`config.mk`:
```
export PLATFORM = sky130hd
export DESIGN_NAME = ifetch_queue_flat
export DESIGN_NICKNAME = d
export VERILOG_FILES = /design/src/rtl/ifetch_queue_if.sv /design/src/rtl/ifetch_queue.sv /design/src/flat_wrapper.sv
export SDC_FILE = /design/constraint.sdc
export NUM_CORES = 1
export LEC_CHECK = 0
export BUFFER_PORTS_ARGS = -buffer_cell sky130_fd_sc_hd__buf_2
export CORE_MARGIN = 2
export CORE_UTILIZATION = 60
export CTS_BUF_LIST = sky130_fd_sc_hd__clkbuf_16
export CTS_CLUSTER_DIAMETER = 200
export CTS_CLUSTER_SIZE = 20
export DETAILED_ROUTE_END_ITERATION = 10
export PLACE_DENSITY = 0.94
export SLEW_MARGIN = 25
export SYNTH_ARGS = -nofsm -noshare
export SYNTH_HDL_FRONTEND = slang
export SYNTH_SLANG_ARGS = --single-unit
```
`constraint.sdc`:
```
create_clock -name clk -period 6.1 [get_ports clk]
set_input_delay 0 -clock clk [delete_from_list [all_inputs] [get_ports clk]]
set_output_delay 0 -clock clk [all_outputs]
set_load 0.01 [all_outputs]
```
`src/rtl/ifetch_queue_if.sv`:
```
// Fetch queue bus: instruction memory request/response,
// IF/ID valid/ready drain and ID-stage redirect.
interface ifetch_queue_if;
  logic        mem_req;
  logic [31:0] mem_addr;
  logic        mem_gnt;
  logic        mem_rvalid;
  logic [31:0] mem_rdata;
  logic        if_valid;
  logic [31:0] if_pc;
  logic [31:0] if_instr;
  logic        if_ready;
  logic        redirect_valid;
  logic [31:0] redirect_pc;

  modport master (
    output mem_req, mem_addr,
    input  mem_gnt, mem_rvalid, mem_rdata,
    output if_valid, if_pc, if_instr,
    input  if_ready,
    input  redirect_valid, redirect_pc
  );

  modport slave (
    input  mem_req, mem_addr,
    output mem_gnt, mem_rvalid, mem_rdata,
    input  if_valid, if_pc, if_instr,
    output if_ready,
    output redirect_valid, redirect_pc
  );
endinterface

```
`src/rtl/ifetch_queue.sv`:
```
// Instruction prefetch queue: owns the fetch PC, buffers
// returned words with their PCs, flushes on redirect.
module ifetch_queue #(
  parameter int unsigned DEPTH    = 4,
  parameter logic [31:0] RESET_PC = 32'h0000_0000
) (
  input logic           clk,
  input logic           rst,
  ifetch_queue_if.master bus
);

  localparam int unsigned AW = $clog2(DEPTH);
  localparam int unsigned CW = AW + 1;
  localparam logic [CW+1:0] LIMIT = (CW+2)'(DEPTH);

  typedef logic [CW-1:0] cnt_t;
  typedef logic [AW-1:0] ptr_t;

  typedef struct packed {
    logic [31:0] pc;
    logic [31:0] instr;
  } entry_t;

  entry_t      q [DEPTH];
  logic [31:0] fetch_pc;
  logic [31:0] resp_pc;
  cnt_t        count;
  cnt_t        outstanding;
  cnt_t        discard;
  ptr_t        rd_ptr;
  ptr_t        wr_ptr;

  logic [CW+1:0] credit;
  logic [31:0]   target;
  logic          issue;
  logic          push;
  logic          drop;
  logic          pop;
  logic          rv;

  // Discarded words still hold a slot until they come back.
  assign credit = {2'b00, count}
                + {2'b00, outstanding}
                + {2'b00, discard};

  assign rv     = bus.mem_rvalid;
  assign target = {bus.redirect_pc[31:2], 2'b00};

  assign bus.mem_req  = rst && !bus.redirect_valid
                      && (credit < LIMIT);
  assign bus.mem_addr = fetch_pc;

  assign issue = bus.mem_req && bus.mem_gnt;
  assign drop  = rv && (discard != '0);
  assign push  = rv && (discard == '0)
               && !bus.redirect_valid;

  assign bus.if_valid = (count != '0)
                      && !bus.redirect_valid;
  assign pop          = bus.if_valid && bus.if_ready;

  assign bus.if_pc    = bus.if_valid ? q[rd_ptr].pc    : '0;
  assign bus.if_instr = bus.if_valid ? q[rd_ptr].instr : '0;

  always_ff @(posedge clk or negedge rst) begin
    if (!rst) begin
      fetch_pc    <= RESET_PC;
      resp_pc     <= RESET_PC;
      count       <= '0;
      outstanding <= '0;
      discard     <= '0;
      rd_ptr      <= '0;
      wr_ptr      <= '0;
    end else if (bus.redirect_valid) begin
      fetch_pc    <= target;
      resp_pc     <= target;
      count       <= '0;
      rd_ptr      <= '0;
      wr_ptr      <= '0;
      discard     <= discard + outstanding - cnt_t'(rv);
      outstanding <= outstanding - cnt_t'(rv);
    end else begin
      if (issue) begin
        fetch_pc <= fetch_pc + 32'd4;
      end
      outstanding <= outstanding + cnt_t'(issue)
                   - cnt_t'(rv);
      if (drop) begin
        discard <= discard - cnt_t'(1);
      end
      if (push) begin
        wr_ptr  <= wr_ptr + ptr_t'(1);
        resp_pc <= resp_pc + 32'd4;
      end
      if (pop) begin
        rd_ptr <= rd_ptr + ptr_t'(1);
      end
      count <= count + cnt_t'(push) - cnt_t'(pop);
    end
  end

  always_ff @(posedge clk) begin
    if (push) begin
      q[wr_ptr] <= '{pc: resp_pc, instr: bus.mem_rdata};
    end
  end

endmodule

```
`src/flat_wrapper.sv`:
```
// flat-port wrapper written by rule: the top's interface ports become plain ports
module ifetch_queue_flat 
#(
  parameter int unsigned DEPTH    = 4,
  parameter logic [31:0] RESET_PC = 32'h0000_0000
)
  (clk, rst, bus_mem_req, bus_mem_addr, bus_mem_gnt, bus_mem_rvalid, bus_mem_rdata, bus_if_valid, bus_if_pc, bus_if_instr, bus_if_ready, bus_redirect_valid, bus_redirect_pc);
  ifetch_queue_if bus_i ();
  input logic clk;
  input logic rst;
  output wire logic [$bits(bus_i.mem_req)-1:0] bus_mem_req;
  output wire logic [$bits(bus_i.mem_addr)-1:0] bus_mem_addr;
  input wire logic [$bits(bus_i.mem_gnt)-1:0] bus_mem_gnt;
  input wire logic [$bits(bus_i.mem_rvalid)-1:0] bus_mem_rvalid;
  input wire logic [$bits(bus_i.mem_rdata)-1:0] bus_mem_rdata;
  output wire logic [$bits(bus_i.if_valid)-1:0] bus_if_valid;
  output wire logic [$bits(bus_i.if_pc)-1:0] bus_if_pc;
  output wire logic [$bits(bus_i.if_instr)-1:0] bus_if_instr;
  input wire logic [$bits(bus_i.if_ready)-1:0] bus_if_ready;
  input wire logic [$bits(bus_i.redirect_valid)-1:0] bus_redirect_valid;
  input wire logic [$bits(bus_i.redirect_pc)-1:0] bus_redirect_pc;
  assign bus_mem_req = bus_i.mem_req;
  assign bus_mem_addr = bus_i.mem_addr;
  assign bus_i.mem_gnt = bus_mem_gnt;
  assign bus_i.mem_rvalid = bus_mem_rvalid;
  assign bus_i.mem_rdata = bus_mem_rdata;
  assign bus_if_valid = bus_i.if_valid;
  assign bus_if_pc = bus_i.if_pc;
  assign bus_if_instr = bus_i.if_instr;
  assign bus_i.if_ready = bus_if_ready;
  assign bus_i.redirect_valid = bus_redirect_valid;
  assign bus_i.redirect_pc = bus_redirect_pc;
  ifetch_queue #(.DEPTH(DEPTH), .RESET_PC(RESET_PC)) u_core (.clk(clk), .rst(rst), .bus(bus_i));
endmodule
```
==> results of run 1 <==
[state kept, by name, indices dropped and copies added (netlist names)]
register and count:
u_core.resp_pc 30, u_core.discard 3, u_core.outstanding 3, u_core.wr_ptr 2, u_core.bus.mem_addr 30, u_core.count 3
u_core.rd_ptr 2, u_core.q 248
[cells by family (layout without fill, tap and decap cells)]
family,Yosys count,count (layout),synth area share (%)
flops,321,321,66.9
buf+inv,70,301,2.18
simple gates,253,253,10.2
xor+xnor,43,43,2.72
compound gates,104,104,4.96
mux,68,68,10.5
fa+ha+maj,25,25,2.47
other cells,1,4,0.0271
[worst min-delay path: stages]
cell and delay (ps):
buf_2 110, buf_4 330, nor2_1 180
[cell usage in the layout (no fill, tap or decap), types with 17 or more instances in the layout]
cell type	count
buf_2	161
nand2_1	49
a21o_1	20
mux4_2	62
o21ai_0	37
nor2_1	22
xnor2_1	17
nand4_1	26
dfrtp_1	71
dlygate4sd3_1	67
nand3_1	27
inv_1	38
xor2_1	26
ha_1	21
and2_1	68
clkbuf_16	21
edfxtp_1	248
[power breakdown]
group	total [mW]	internal (mW)	switching (mW)
Clock	1.32	0.632	0.684
Sequential	2.66	2.50	0.168
Combinational	1.20	0.586	0.614
[routing by layer]
layer	global-route usage (%)	up-vias
met4	5.42	0
met2	41.4	447
met3	3.92	46
met1	33.7	4250
li1	-	3801
met5	0	-
[path summary, 6_finish.rpt]
path                                           end  depth (start not counted)  slack (ps)
max                        u_core.bus.mem_addr[29]                          9        2580
min                               u_core.rd_ptr[1]                          3         190
max reg2reg                u_core.bus.mem_addr[29]                          9        2580
min reg2reg                u_core.bus.mem_addr[31]                          1         540
max in group asynchronous         u_core.rd_ptr[0]                          3        5130
min in group asynchronous   u_core.bus.mem_addr[7]                          3         230
[synth_stat cells (4+ instances only)]
cell	count	area (um2)
clkbuf_1	25	93.8
nand3_1	27	135
o21ai_0	37	185
a21boi_0	8	60.1
ha_1	21	263
nand2b_1	6	37.5
o31ai_1	10	75.1
o31a_1	9	78.8
dfrtp_1	73	1830
nor2_1	23	86.3
inv_1	24	90.1
xor2_1	26	228
mux4_2	62	1400
and3_1	9	56.3
nor4_1	11	68.8
a21oi_1	8	40.0
nand4_1	26	163
buf_4	4	30.0
xnor2_1	17	149
nand2_1	49	184
and2_1	72	450
edfxtp_1	248	7450
buf_2	13	65.1
nor3_1	5	25.0
nor2b_1	5	31.3
fa_1	4	80.1
a21o_1	20	150
[timing repair]
item / in CTS / in global routing
hold buffers: 67 / 0
endpoints found under the hold margin: 264 / 0
endpoints found under the setup margin: 0 / 0
[area by class of cell]
type                            count  area (um2)
Clock buffer                       21         526
Clock inverter                     15        72.6
Fill cell                        1364        6440
Inverter                           24        90.1
Multi-Input combinational cell    497        4300
Sequential cell                   321        9280
Tap cell                          285         357
Timing Repair Buffer              241        1570
==> results by group, run 1 <==
Run status
  – Status: finished clean

Layout
  – Final cell count without fillers: 1404
  – Synthesis-to-finish area growth: 16.9%
  – Antenna diodes: 0
  – Post-route cell area: 16200 um2
  – Final Util: 71.6%
  – Fraction of layout cells with a size suffix above 1: 24.5%
  – Final net count: 1200

Clock tree
  – CTS Buf Count: 20
  – Worst skew pair latency: 520 ps
  – Htree depth: 1
  – CTS tree: built
  – CTS sink cnt: 321
  – Clock root buffer: clkbuf_16
  – CTS Buffer Depth: 3
  – Post_cts resized: 0
  – Setup bufs post-CTS: 0
  – Clk pin slew, worst setup/hold paths: 90 ps

Die
  – Die Width: 156 um
  – Num ports: 168
  – Initial Util: 61.2%
  – Core box area: 22600 um2
  – Rows: 55
  – Chip height: 156 um
  – Die area: 24300 um2

Logic synthesis
  – Seq/Total Area, Yosys: 66.9%
  – Syn. warnings: 0
  – Mapped Area: 13900 um2
  – Synth Flop Type: edfxtp_1
  – #FFs+latches synth: 321
  – Synth unique cells: 53
  – Post-synth EDFFs: 248
  – Asr flop ratio synth: 22.7%
  – Syn Area/Cell: 15.7 um2
  – Cell count after synthesis: 885

Worst setup path
  – Worst path cell trace: ha_1 > fa_1 > xor2_1 > ha_1 > nor4b_4 > o211a_1 > nand3_1 > or4_1 > o211ai_1
  – CP max FO: 21
  – Most Frequent Cell on Critical Path: ha_1
  – R2R Path Start: u_core.count[0]
  – Setup crit end kind: flip-flop
  – Cell family with most CP delay: simple AND/OR/NAND/NOR gates
  – Slowest stage delay, CP: 730 ps
  – Worst EP required: 6540 ps
  – Setup Crit Path Kind: reg -> reg
  – Worst path slowest cell: or4_1
  – Launch point of the worst path: u_core.count[0]
  – Crit path arrival time: 3960 ps
  – CP Buf/Inv Count: 0
  – Startpoint Class: flip-flop

Detailed routing
  – Met2 Routed Length: 14500 um
  – Drt total wl: 29100 um
  – Via count: 8544
  – DR iter-0 viols: 854
  – Via density per instance: 6.09
  – # DRC: 0
  – Per-cell routed wire length: 20.7 um
  – Top layer in use: met4
  – DR WL met3: 2600 um
  – Post-route ant nets: 0
  – Drt pass-1 iters: 6
  – M1 wire length: 11500 um

Global route
  – Largest net degree at the start of global routing: 75
  – Gr ovfl total: 0
  – Antenna violations before repair: 0
  – First-pass GRT wire length: 45700 um
  – Number of global-route vias before repair: 8656
  – Overall global routing resource usage: 24.3%

Placement
  – IO Port Bufs: 161
  – Placer Congestion: 0.915
  – Post-DP HPWL: 17400 um
  – Post-DP Area: 14900 um2
  – Place WS: 2690 ps
  – Placed Cells: 1301

Timing
  – PnR worst setup slack: 2580 ps
  – Final worst path period need: 3520 ps
  – Fmax: 0.284 GHz
  – Slew headroom: 31.5%
  – Worst slew pin tran: 1030 ps
  – Final hold vios: 0
  – Worst Skew: 21.3 ps
  – Setup TNS: 0 ps
  – Crit share post-route: 57.7%
  – Pins Over Slew Limit: 0
  – RSZ-0062 raised after global routing: no
  – Worst hold margin: 188 ps
  – # setup viols final: 0

Worst hold path
  – Worst Hold Class: in -> reg
  – Worst Hold Launch: bus_redirect_valid

Power and ir drop
  – Peak supply drop: 0.184 mV
  – Pleak: 6.08 nW
  – Design Power: 5.18 mW
  – Power Density: 320 nW/um2

Job
  – MaxCap Viol Count: 0
Note: power is estimated with default switching activity, not from simulation.
==> run 2, diff against run 1 <==
--- a/config.mk
+++ b/config.mk
@@ -7,12 +7,12 @@
 export LEC_CHECK = 0
 export BUFFER_PORTS_ARGS = -buffer_cell sky130_fd_sc_hd__buf_2
 export CORE_MARGIN = 2
-export CORE_UTILIZATION = 60
+export CORE_UTILIZATION = 58
 export CTS_BUF_LIST = sky130_fd_sc_hd__clkbuf_16
 export CTS_CLUSTER_DIAMETER = 200
 export CTS_CLUSTER_SIZE = 20
 export DETAILED_ROUTE_END_ITERATION = 10
-export PLACE_DENSITY = 0.94
+export PLACE_DENSITY = 0.92
 export SLEW_MARGIN = 25
 export SYNTH_ARGS = -nofsm -noshare
 export SYNTH_HDL_FRONTEND = slang
==> constraint.sdc (replaced) <==
create_clock -name clk -period 3.7 [get_ports clk]
set_input_delay 0 -clock clk [delete_from_list [all_inputs] [get_ports clk]]
set_output_delay 0 -clock clk [all_outputs]
set_load 0.01 [all_outputs]
==> results by group, run 2 (same netlist as run 1, synthesis figures left out) <==
Power and ir drop
  – Power share of the clock group: 25.2%
  – Switching pwr: 2.39 mW
  – Pleak: 6.14 nW
  – Reg power frac: 51.8%
  – Power Density: 521 nW/um2
  – Peak supply drop: 0.319 mV
  – Pint: 6.15 mW
  – Design Power: 8.54 mW
  – Comb power frac: 22.9%
  – Sw frac: 28.0%

Timing
  – Fmax: 0.323 GHz
  – RSZ-0062 raised after global routing: no
  – Final hold vios: 0
  – Worst slew pin tran: 1070 ps
  – Final worst path period need: 3100 ps
  – Worst Skew: 23.6 ps
  – Slew headroom: 28.9%
  – Worst hold margin: 96.6 ps
  – Pins Over Slew Limit: 0
  – PnR worst setup slack: 601 ps
  – Setup TNS: 0 ps
  – # setup viols final: 0
  – Crit share post-route: 83.7%

Clock tree
  – Setup bufs post-CTS: 0
  – CTS sink cnt: 321
  – CTS Buf Count: 20
  – CTS tree: built
  – Worst skew pair latency: 510 ps
  – # hold bufs at CTS: 69
  – CTS Buffer Depth: 3
  – Clk pin slew, worst setup/hold paths: 90 ps
  – Htree depth: 1
  – Clock root buffer: clkbuf_16
  – Post_cts resized: 0

Detailed routing
  – Via density per instance: 5.88
  – Drt total wl: 28800 um
  – Per-cell routed wire length: 19.9 um
  – Drt pass-1 iters: 5
  – Post-route ant nets: 0
  – Via count: 8527
  – # DRC: 0
  – DR iter-0 viols: 706

Global route
  – Number of global-route vias before repair: 8743
  – Largest net degree at the start of global routing: 65
  – Gr ovfl total: 0
  – Overall global routing resource usage: 23.6%
  – Antenna violations before repair: 1
  – First-pass GRT wire length: 45900 um

Worst setup path
  – Worst EP required: 4110 ps
  – CP max FO: 11
  – Reg2reg path depth: 8
  – FF-to-FF setup slack: 600 ps
  – Setup crit end kind: flip-flop
  – Crit path arrival time: 3510 ps
  – Startpoint Class: flip-flop
  – Setup Crit Path Kind: reg -> reg

Layout
  – Fraction of layout cells with a size suffix above 1: 25.1%
  – Most flops, register: u_core.q
  – Synthesis-to-finish area growth: 18.3%
  – Post-route cell area: 16400 um2
  – Most frequent cells in the layout: edfxtp_1, buf_2, dfrtp_1, dlygate4sd3_1, and2_1
  – Max FFs per register: 248
  – Final net count: 1211
  – Commonest non-fill, non-tap cell in the layout: edfxtp_1

Job
  – MaxCap Viol Count: 0

Worst hold path
  – Hold Path Depth: 2
  – Worst Hold Class: in -> reg

Placement
  – IO Port Bufs: 161
  – Post-DP Area: 15100 um2
  – Place WS: 687 ps
  – Post-DP HPWL: 18500 um
  – Placer Congestion: 0.908

Die
  – Die Width: 159 um
  – Initial Util: 59.0%
  – Rows: 56
  – Num ports: 168
  – Core box area: 23500 um2
  – Die area: 25100 um2
  – Chip height: 159 um

Run status
  – Status: finished clean
-- run 2: layout make-up --
class	instances	area [um2]
clock buffers	21	526
clock inverters	14	68.8
well taps	319	399
inverters	24	90.1
repair buffers	252	1720
diodes	1	2.50
multi-input cells	497	4300
fillers	1495	7080
flip-flops and latches	321	9280
-- run 2: per-layer routing --
metal / part of all wire, % / GRT usage [%]
met5: 0 / 0
met4: 1.8 / 5.58
met3: 7.9 / 3.81
met2: 49 / 39.7
met1: 41 / 32.7
-- run 2: critical path, cell delays in order (launching register included) --
cell	delay, ps
dfrtp_1	420
ha_1	220
fa_1	460
ha_1	290
nand3_1	170
and2_1	240
a21oi_1	840
o21ai_0	220
o311ai_1	130
-- run 2: path summary, 6_finish.rpt --
kind | start | endpoint
setup / recovery | u_core.count[0] | u_core.bus.mem_addr[19]
hold / removal | bus_redirect_valid | u_core.wr_ptr[0]
setup reg to reg | u_core.count[0] | u_core.bus.mem_addr[19]
hold reg to reg | u_core.bus.mem_addr[31] | u_core.bus.mem_addr[31]
max in group asynchronous | rst | u_core.bus.mem_addr[23]
min in group asynchronous | rst | u_core.bus.mem_addr[21]
-- run 2: power groups by stage --
stage | Combinational [mW] | Clock, mW | Sequential [mW]
finish | 1.96 | 2.16 | 4.43
global route | 2.19 | 2.32 | 4.48
CTS | 1.98 | 2.20 | 4.43
detailed placement | 1.90 | 0 | 4.51
global placement | 1.85 | 0 | 4.49
floorplan | 1.41 | 0 | 4.37
-- run 2: through the flow --
stage	std cells	utilization (%)
3_5_place_dp	1344	64.3
5_1_grt	1449	69.8
3_3_place_gp	1344	64.3
4_1_cts	1448	69.8
6_report	1449	69.8
2_1_floorplan	888	-
==> run 3, diff against run 2 <==
--- a/config.mk
+++ b/config.mk
@@ -5,14 +5,15 @@
 export SDC_FILE = /design/constraint.sdc
 export NUM_CORES = 1
 export LEC_CHECK = 0
+export ABC_AREA = 1
 export BUFFER_PORTS_ARGS = -buffer_cell sky130_fd_sc_hd__buf_2
 export CORE_MARGIN = 2
-export CORE_UTILIZATION = 58
+export CORE_UTILIZATION = 53
 export CTS_BUF_LIST = sky130_fd_sc_hd__clkbuf_16
 export CTS_CLUSTER_DIAMETER = 200
 export CTS_CLUSTER_SIZE = 20
 export DETAILED_ROUTE_END_ITERATION = 10
-export PLACE_DENSITY = 0.92
+export PLACE_DENSITY = 0.88
 export SLEW_MARGIN = 25
 export SYNTH_ARGS = -nofsm -noshare
 export SYNTH_HDL_FRONTEND = slang
==> constraint.sdc (replaced) <==
create_clock -name clk -period 2.8 [get_ports clk]
set_input_delay 0 -clock clk [delete_from_list [all_inputs] [get_ports clk]]
set_output_delay 0 -clock clk [all_outputs]
set_load 0.01 [all_outputs]
==> results by group, run 3 <==
Clock tree
  – Worst skew pair latency: 520 ps
  – Clk pin slew, worst setup/hold paths: 90 ps
  – CTS tree: built
  – CTS Buffer Depth: 3
  – Clock root buffer: clkbuf_16
  – CTS sink cnt: 321
  – Htree depth: 1
  – CTS Buf Count: 20

Power and ir drop
  – Pleak: 6.95 nW
  – Peak supply drop: 0.494 mV
  – Design Power: 12.8 mW
  – Power Density: 737 nW/um2

Layout
  – Max FFs per register: 248
  – Commonest non-fill, non-tap cell in the layout: nor2_1
  – Final net count: 1838
  – Synthesis-to-finish area growth: 16.9%
  – Register Area: 9280 um2
  – Fraction of layout cells with a size suffix above 1: 15.2%
  – Final Util: 62.9%
  – Antenna diodes: 0
  – Most frequent cells in the layout: nor2_1, nand2_1, edfxtp_1, buf_2, o21ai_0
  – Area of the multi-input gates: 5020 um2
  – Most flops, register: u_core.q
  – Fillers: 2089

Worst setup path
  – Worst r2r dst: u_core.outstanding[2]
  – Startpoint Class: flip-flop
  – Setup crit end kind: flip-flop
  – CP max FO: 2
  – Launch point of the worst path: u_core.count[0]
  – Setup Crit Path Kind: reg -> reg
  – Crit path arrival time: 3140 ps
  – FF-to-FF setup slack: 100 ps
  – Reg2reg path depth: 14
  – Worst EP required: 3250 ps
  – R2R Path Start: u_core.count[0]
  – Worst Setup EP: u_core.outstanding[2]

Logic synthesis
  – #FFs+latches synth: 321
  – Top-count cell post-synth: nor2_1
  – Seq/Total Area, Yosys: 62.2%
  – Synth area leader: edfxtp_1
  – Most frequent cells after synthesis: nor2_1, nand2_1, edfxtp_1
  – Synth unique cells: 35
  – Cell count after synthesis: 1530
  – Synth Flop Type: edfxtp_1
  – Mapped Area: 14900 um2
  – Syn. warnings: 0
  – Post-synth EDFFs: 248
  – Asr flop ratio synth: 22.7%
  – Syn Area/Cell: 9.74 um2
  – Top cell type's share of synthesized area: 50.0%
  – Largest cells by area after synthesis: edfxtp_1, dfrtp_1, nor2_1

Detailed routing
  – # DRC: 0
  – Drt pass-1 iters: 7
  – Via count: 11800
  – Via density per instance: 5.56
  – Drt total wl: 37100 um
  – DR iter-0 viols: 1273
  – Post-route ant nets: 0
  – Per-cell routed wire length: 17.5 um

Die
  – Die Width: 172 um
  – Die area: 29500 um2
  – Initial Util: 53.8%
  – Num ports: 168
  – Chip height: 172 um
  – Rows: 61
  – Core box area: 27700 um2

Global route
  – Gr ovfl total: 0
  – Largest net degree at the start of global routing: 109
  – First-pass GRT wire length: 57500 um
  – Overall global routing resource usage: 24.8%
  – Antenna violations before repair: 0
  – Number of global-route vias before repair: 11400

Timing
  – Fmax: 0.371 GHz
  – Worst Skew: 21.9 ps
  – Crit share post-route: 96.3%
  – Worst slew pin tran: 824 ps
  – RSZ-0062 raised after global routing: yes
  – # setup viols final: 0
  – PnR worst setup slack: 104 ps
  – Final hold vios: 0
  – Worst hold margin: 53.0 ps
  – Pins Over Slew Limit: 0
  – Slew headroom: 45.0%
  – Setup TNS: 0 ps
  – Final worst path period need: 2700 ps

Job
  – MaxCap Viol Count: 0

Placement
  – Place WS: 113 ps
  – Placer Congestion: 0.893
  – IO Port Bufs: 161
  – Post-DP HPWL: 23200 um

Worst hold path
  – Worst Hold Class: in -> reg

Run status
  – Status: finished clean
[run 3: through the flow]
stage          area [um2]  std cells
2_1_floorplan       14900       1533
3_5_place_dp        16200       2031
6_report            17400       2125
3_3_place_gp        16200       2031
4_1_cts             17400       2124
5_1_grt             17400       2125
[run 3: worst min-delay path by stage]
| stage | from | to | cells past startpoint |
|---|---|---|---|
| after floorplan | rst | u_core.bus.mem_addr[10] | 0 |
| after global placement | bus_mem_rdata[25] | u_core.q[1][25] | 1 |
| after detailed placement | bus_mem_rdata[29] | u_core.q[2][29] | 1 |
| after CTS | bus_mem_gnt | u_core.bus.mem_addr[2] | 4 |
| after global routing | bus_mem_gnt | u_core.bus.mem_addr[2] | 4 |
| final | bus_mem_gnt | u_core.bus.mem_addr[2] | 4 |
[run 3: cells by family after synthesis]
family,share of synthesized area (%)
mux,0.0672
fa+ha+maj,2.30
buf+inv,4.58
compound gates,8.93
other cells,0.0252
flops,62.2
xor+xnor,2.12
simple gates,19.8
[run 3: layout make-up]
cell class | count | share of cell area (%)
inverters | 96 | 2.07
multi-input cells | 1048 | 28.8
clock buffers | 20 | 2.87
clock inverters | 6 | 0.294
repair buffers | 256 | 9.99
well taps | 378 | 2.71
flip-flops and latches | 321 | 53.3
[run 3: critical path, cell delays in order, from the launching register on]
cell	delay [ps]
dfrtp_1	400
ha_2	200
fa_2	330
xor2_1	170
ha_1	280
inv_1	30
nand2_1	60
nor2_2	50
nand4_1	100
inv_2	70
ha_4	160
fa_2	350
xnor2_2	140
mux2i_1	160
xnor2_1	130
[run 3: power breakdown]
| group | internal, mW | leakage [nW] | switching, mW |
|---|---|---|---|
| sequential | 5.64 | 3.12 | 0.543 |
| combinational | 1.36 | 3.55 | 2.49 |
| clock | 1.31 | 0.284 | 1.50 |
| total | 8.30 | 6.95 | 4.54 |
[run 3: repair_timing]
action | 4_1_cts | 5_1_grt
setup endpoints to repair | 0 | 1
setup buffers | 0 | 1
gates resized for setup | 0 | 2
hold endpoints to repair | 270 | 0
hold buffers | 67 | 0
[run 3: routing by layer]
metal / part of all wire (%) / GRT usage [%] / wire (um) / vias up
li1: - / - / - / 5487
met1: 40 / 33.3 / 14900 / 5636
met2: 49 / 42.3 / 18100 / 612
met3: 9.0 / 3.43 / 3330 / 73
met4: 2.2 / 6.78 / 805 / 0
met5: 0 / 0 / 0 / -
